==> src/rtl/booth2_seq_mult.sv <==
// Iterative signed 32x32->64 radix-4 Booth multiplier: one Booth digit per cycle through pp.
// Latency 16 CALC cycles (fewer with EARLY_TERM); valid/ready on operands and product, DONE holds until out_ready.

module pp (
    input  logic [31:0] x_i,
    input  logic [2:0]  py_i,
    output logic [32:0] pp_o,
    output logic        e_o
);
    logic        one_w;
    logic        two_w;
    logic [32:0] mag_w;

    assign one_w = py_i[0] ^ py_i[1];
    assign two_w = (py_i == 3'b011) || (py_i == 3'b100);

    always_comb begin
        mag_w = '0;
        if (one_w)      mag_w = {x_i[31], x_i};
        else if (two_w) mag_w = {x_i, 1'b0};
    end

    // Negative digits are emitted inverted; the consumer adds py[2] at the LSB to finish the negation.
    assign pp_o = py_i[2] ? ~mag_w : mag_w;
    assign e_o  = ~pp_o[32];
endmodule

module booth2_seq_mult #(
    parameter int EARLY_TERM = 0
) (
    input  logic        clk,
    input  logic        rst_n,
    input  logic        in_valid,
    output logic        in_ready,
    input  logic [31:0] x_in,
    input  logic [31:0] y_in,
    output logic        out_valid,
    input  logic        out_ready,
    output logic [63:0] product
);
    localparam logic [1:0] IDLE = 2'd0;
    localparam logic [1:0] CALC = 2'd1;
    localparam logic [1:0] DONE = 2'd2;

    logic [1:0]  state_q, state_d;
    logic [31:0] xr_q, xr_d;
    logic [32:0] yr_q, yr_d;
    logic [63:0] acc_q, acc_d;
    logic [3:0]  cnt_q, cnt_d;
    logic [63:0] product_q, product_d;

    logic [4:0]         sh_w;
    logic [5:0]         sh_rem_w;
    logic [2:0]         py_w;
    logic [32:0]        pp_w;
    logic               pp_e_w;
    logic [63:0]        term_w;
    logic [63:0]        inc_w;
    logic [63:0]        acc_sum_w;
    logic signed [32:0] rem_w;
    logic               rem_flat_w;

    assign sh_w     = {cnt_q, 1'b0};
    assign sh_rem_w = {1'b0, cnt_q, 1'b0} + 6'd2;
    assign py_w     = yr_q[sh_w +: 3];

    pp u_pp (
        .x_i  (xr_q),
        .py_i (py_w),
        .pp_o (pp_w),
        .e_o  (pp_e_w)
    );

    assign term_w    = {{31{pp_w[32]}}, pp_w} << sh_w;
    assign inc_w     = {63'b0, py_w[2]} << sh_w;
    assign acc_sum_w = acc_q + term_w + inc_w;

    // Remaining multiplier bits all equal to the sign means every later digit is zero.
    assign rem_w      = $signed(yr_q) >>> sh_rem_w;
    assign rem_flat_w = (rem_w == '0) || (rem_w == '1);

    always_comb begin
        state_d   = state_q;
        xr_d      = xr_q;
        yr_d      = yr_q;
        acc_d     = acc_q;
        cnt_d     = cnt_q;
        product_d = product_q;
        case (state_q)
            IDLE: begin
                if (in_valid) begin
                    xr_d    = x_in;
                    yr_d    = {y_in, 1'b0};
                    acc_d   = '0;
                    cnt_d   = '0;
                    state_d = CALC;
                end
            end
            CALC: begin
                acc_d = acc_sum_w;
                cnt_d = cnt_q + 4'd1;
                if (cnt_q == 4'd15 || (EARLY_TERM != 0 && rem_flat_w)) begin
                    state_d   = DONE;
                    product_d = acc_sum_w;
                end
            end
            DONE: begin
                if (out_ready) state_d = IDLE;
            end
            default: state_d = IDLE;
        endcase
    end

    always_ff @(posedge clk) begin
        if (!rst_n) begin
            state_q   <= IDLE;
            xr_q      <= '0;
            yr_q      <= '0;
            acc_q     <= '0;
            cnt_q     <= '0;
            product_q <= '0;
        end else begin
            state_q   <= state_d;
            xr_q      <= xr_d;
            yr_q      <= yr_d;
            acc_q     <= acc_d;
            cnt_q     <= cnt_d;
            product_q <= product_d;
        end
    end

    always @(posedge clk) begin
        if (rst_n && state_q == CALC) assert (pp_e_w == ~pp_w[32]);
    end

    assign in_ready  = (state_q == IDLE);
    assign out_valid = (state_q == DONE);
    assign product   = product_q;
endmodule

==> config.mk <==
export PLATFORM = sky130hd
export DESIGN_NAME = booth2_seq_mult
export DESIGN_NICKNAME = d
export VERILOG_FILES = /design/src/rtl/booth2_seq_mult.sv
export SDC_FILE = /design/constraint.sdc
export NUM_CORES = 1
export LEC_CHECK = 0
export ABC_CLOCK_PERIOD_IN_PS = 7200
export CELL_PAD_IN_SITES_DETAIL_PLACEMENT = 0
export CELL_PAD_IN_SITES_GLOBAL_PLACEMENT = 1
export CORE_UTILIZATION = 33
export DETAILED_ROUTE_END_ITERATION = 7
export PLACE_DENSITY = 0.66
export SYNTH_ARGS = -nofsm -noshare
export SYNTH_HDL_FRONTEND = slang
export SYNTH_SLANG_ARGS = --single-unit
==> constraint.sdc <==
create_clock -name clk -period 7.2 [get_ports clk]
set_input_delay 0.72 -clock clk [delete_from_list [all_inputs] [get_ports clk]]
set_output_delay 0.72 -clock clk [all_outputs]
set_load 0.1 [all_outputs]
==> impl_metrics.csv <==
group,metric,value,unit
status,run_status,"completed",
synthesis,synth.area.top_cells,"sky130_fd_sc_hd__dfxtp_1 (27%), sky130_fd_sc_hd__ha_1 (9.7%), sky130_fd_sc_hd__nand2_1 (9.4%)",
detailed_routing,route.final.wire_length,50500,microns
floorplanning,floorplan.initialDensity,0.336,
timing,rsz0062_at_grt,"yes",
timing,fin_hold_ws,0.446,ns
place,gp_congestion,0.943,
power_and_ir_drop,cellPowerDensity,173,nW/um^2
synthesis,postSynthRegisterBits,198,
place,place_ws,-0.162,ns
synthesis,synth.largest_area_cell,"sky130_fd_sc_hd__dfxtp_1",
detailed_routing,initialDrtViolationCount,1065,
setup_path,cp.required,7.58,ns
setup_path,worstPathArrival,7.21,ns
setup_path,critPathLaunch,"cnt_q[0]",
cells_and_area,final_nets,2194,
place,detailedPlacementHpwl,38200,microns
floorplanning,die_y,212,microns
synthesis,count_of_flip_flops_with_a_built_in_enable_after_synthesis,0,
power_and_ir_drop,max-vdd-ir-drop,0.169,mV
place,dpl_cell_area,16700,sq um
clock_network,cts_tree,"yes",
grt,grt_antenna_before_repair,1,
grt,via_count_of_the_first_global_routing_pass,13409,
setup_path,path_class,"flip-flop to flip-flop",
synthesis,async_flop_share,0,
synthesis,synthesis.yosys.warnings,0,
floorplanning,floorplan.die_area,44800,sq um
synthesis,ranking_of_synthesized_cells_by_instance_count,"sky130_fd_sc_hd__nand2_1 (362), sky130_fd_sc_hd__a21oi_1 (262), sky130_fd_sc_hd__dfxtp_1 (198), sky130_fd_sc_hd__ha_1 (112), sky130_fd_sc_hd__o21ai_0 (105)",
clock_network,tritoncts_num_sinks,198,
clock_network,clk_path_buf_depth,2,
grt,grt_util_all_layers,0.229,
cells_and_area,fraction_of_layout_cells_with_a_size_suffix_above_1,0.0921,
hold_path,hp-class,"flip-flop to flip-flop",
detailed_routing,route.antenna.remaining_nets,0,
floorplanning,boundaryPins,134,
clock_network,hold_buf_cts,0,
cells_and_area,layout.filler_cells,4568,
timing,finClkSkew,0.0195,ns
timing,setup_slack,0.373,ns
timing,finalCritPeriodShare,0.948,
cells_and_area,layout.core_utilization,0.403,
synthesis,yosys.cell_count.top_type,"sky130_fd_sc_hd__nand2_1",
floorplanning,fp.dieW,212,microns
power_and_ir_drop,power.static_leakage,6.87,nW
setup_path,regToRegSetupSlack,0.37,ns
cells_and_area,layout.cell_area.non_filler,17400,sq um
detailed_routing,detail_route.first_pass.iterations,7,
timing,setup_viol,0,
setup_path,worst_reg2reg_path_startpoint,"cnt_q[0]",
grt,grt_start_max_net_pins,95,
timing,max_clock_freq,146,MHz
synthesis,syn_area,14500,sq um
setup_path,regToRegEndpoint,"product[61]",
synthesis,post_synth_num_cell_types,67,
place,numPortBuffers,133,
synthesis,postSynthAreaPerCell,7.66,sq um
setup_path,timing.reg2reg.worst_path_depth,25,
setup_path,worstSetupStartpointType,"flip-flop",
grt,gr-total-overflow,0,
detailed_routing,num_vias,13862,
timing,slew_headroom,0.234,
grt,grt_first_pass_wirelength,77900,microns
setup_path,setup.worst_path.end,"product[61]",
clock_network,clock_slew_at_reported_path_ffs,0.08,ns
synthesis,postSynth.topFlopCell,"sky130_fd_sc_hd__dfxtp_1",
run,drv_cap,0,
setup_path,crit_fanout,28,
cells_and_area,antenna_diode_count,0,
synthesis,synthesis.nets,2091,
timing,finalHoldViolations,0,
timing,final_slew_violations,0,
clock_network,cts_root_cell,"sky130_fd_sc_hd__clkbuf_16",
timing,transition_time_at_the_pin_with_the_least_slew_margin,1.15,ns
detailed_routing,drcViolationCount,0,
clock_network,cts_buffers,17,
timing,timing.final.crit_period,6.83,ns
floorplanning,placeableCoreArea,43200,sq um
cells_and_area,areaGrowthSynthToFinish,20.0,%
synthesis,seq_area_frac_synth,0.273,
setup_path,crit_path_capture_type,"flip-flop",
detailed_routing,post_drt_via_cell_ratio,5.34,
detailed_routing,wire_per_inst,19.4,microns
clock_network,clkLatencyLatePin,0.51,ns
synthesis,synth_top_cell_area_share,0.273,
synthesis,syn-instance-count,1894,
clock_network,htreeDepth,4,
floorplanning,fp-row-count,76,
-- cells in the final DEF (no fill, tap or decap), drive strengths merged, types with 55 or more instances in the layout --
cell type / count
a21oi: 263
mux2i: 69
xnor2: 61
clkdlybuf4s50: 133
o21ai: 133
nor2: 101
nand3: 55
dfxtp: 198
buf: 85
nand2: 362
ha: 112
-- sequential cells by signal, indices dropped and copies added, names as in the netlist --
register  cells
cnt_q         4
acc_q        64
xr_q         32
state_q       2
yr_q         32
product      64
-- cells by family after synthesis --
family | count (synthesis) | synth area share
compound gates | 597 | 0.246
xor+xnor | 90 | 0.0543
fa+ha+maj | 129 | 0.120
buf+inv | 173 | 0.0475
flops | 198 | 0.273
mux | 96 | 0.0787
simple gates | 611 | 0.180
-- report_power, final --
| part | switching (mW) | internal [mW] |
|---|---|---|
| clock network | 0.482 | 0.513 |
| registers | 0.0419 | 1.14 |
| logic | 0.507 | 0.330 |
| total | 1.03 | 1.98 |
-- how the worst min path moves through the flow --
stage	from	end	depth (start not counted)
4_1_cts	acc_q[56]	acc_q[56]	2
2_1_floorplan	acc_q[56]	acc_q[56]	2
3_5_place_dp	acc_q[56]	acc_q[56]	2
6_report	acc_q[56]	acc_q[56]	2
3_3_place_gp	acc_q[56]	acc_q[56]	2
5_1_grt	acc_q[42]	acc_q[42]	2
-- timing repair --
item	in CTS	in global routing
resized for setup	2	17
cloned	0	0
pin swaps	0	2
setup buffers	0	6
endpoints found under the setup margin	8	52
hold endpoints to repair	0	0
-- worst max-delay path, stage by stage, from the launching register on --
cell                       delay [ns]
sky130_fd_sc_hd__dfxtp_4         0.46
sky130_fd_sc_hd__buf_4           0.15
sky130_fd_sc_hd__mux4_2          0.52
sky130_fd_sc_hd__mux4_2          0.53
sky130_fd_sc_hd__and2_1          0.21
sky130_fd_sc_hd__buf_12          0.16
sky130_fd_sc_hd__a211o_1         0.29
sky130_fd_sc_hd__o21ai_1         0.12
sky130_fd_sc_hd__mux2i_1         0.14
sky130_fd_sc_hd__mux2i_1         0.24
sky130_fd_sc_hd__buf_4           0.15
sky130_fd_sc_hd__mux2i_1         0.10
sky130_fd_sc_hd__o22ai_1         0.37
sky130_fd_sc_hd__fa_1            0.50
sky130_fd_sc_hd__ha_1            0.36
sky130_fd_sc_hd__nand4_1         0.19
sky130_fd_sc_hd__or4_1           0.50
sky130_fd_sc_hd__o32a_1          0.31
sky130_fd_sc_hd__o311ai_0        0.10
sky130_fd_sc_hd__buf_4           0.19
sky130_fd_sc_hd__o21ai_1         0.09
sky130_fd_sc_hd__a21oi_1         0.19
sky130_fd_sc_hd__o22ai_1         0.17
sky130_fd_sc_hd__o41ai_2         0.36
sky130_fd_sc_hd__xnor2_1         0.20
sky130_fd_sc_hd__o21ai_1         0.11
-- per-stage QoR --
step                      cells  setup TNS, ns  total power [mW]
after detailed placement   2557         -0.431              2.03
after global routing       2594       -0.00587              3.17
final                      2594              0              3.01
after CTS                  2588              0              3.04
after global placement     2557         -0.210              2.03
after floorplan            1894              0              1.73
-- layer usage --
layer	part of all wire	global-route usage	vias to the layer above	wire length, microns
li1	-	-	6940	-
met1	0.49	0.319	6561	24600
met2	0.44	0.349	291	22100
met3	0.048	0.0396	68	2410
met4	0.027	0.0902	2	1350
met5	0.00026	0	-	13
-- layout make-up --
type	instances	area [sq um]	area share
clock buffer	18	429	0.0247
clock inverter	13	145	0.00834
inverter	39	149	0.00855
multi-input combinational	1523	9950	0.571
sequential	198	3970	0.228
tap	585	732	0.0421
timing repair buffer	218	2030	0.117
Power figures use the tool's default switching activity.
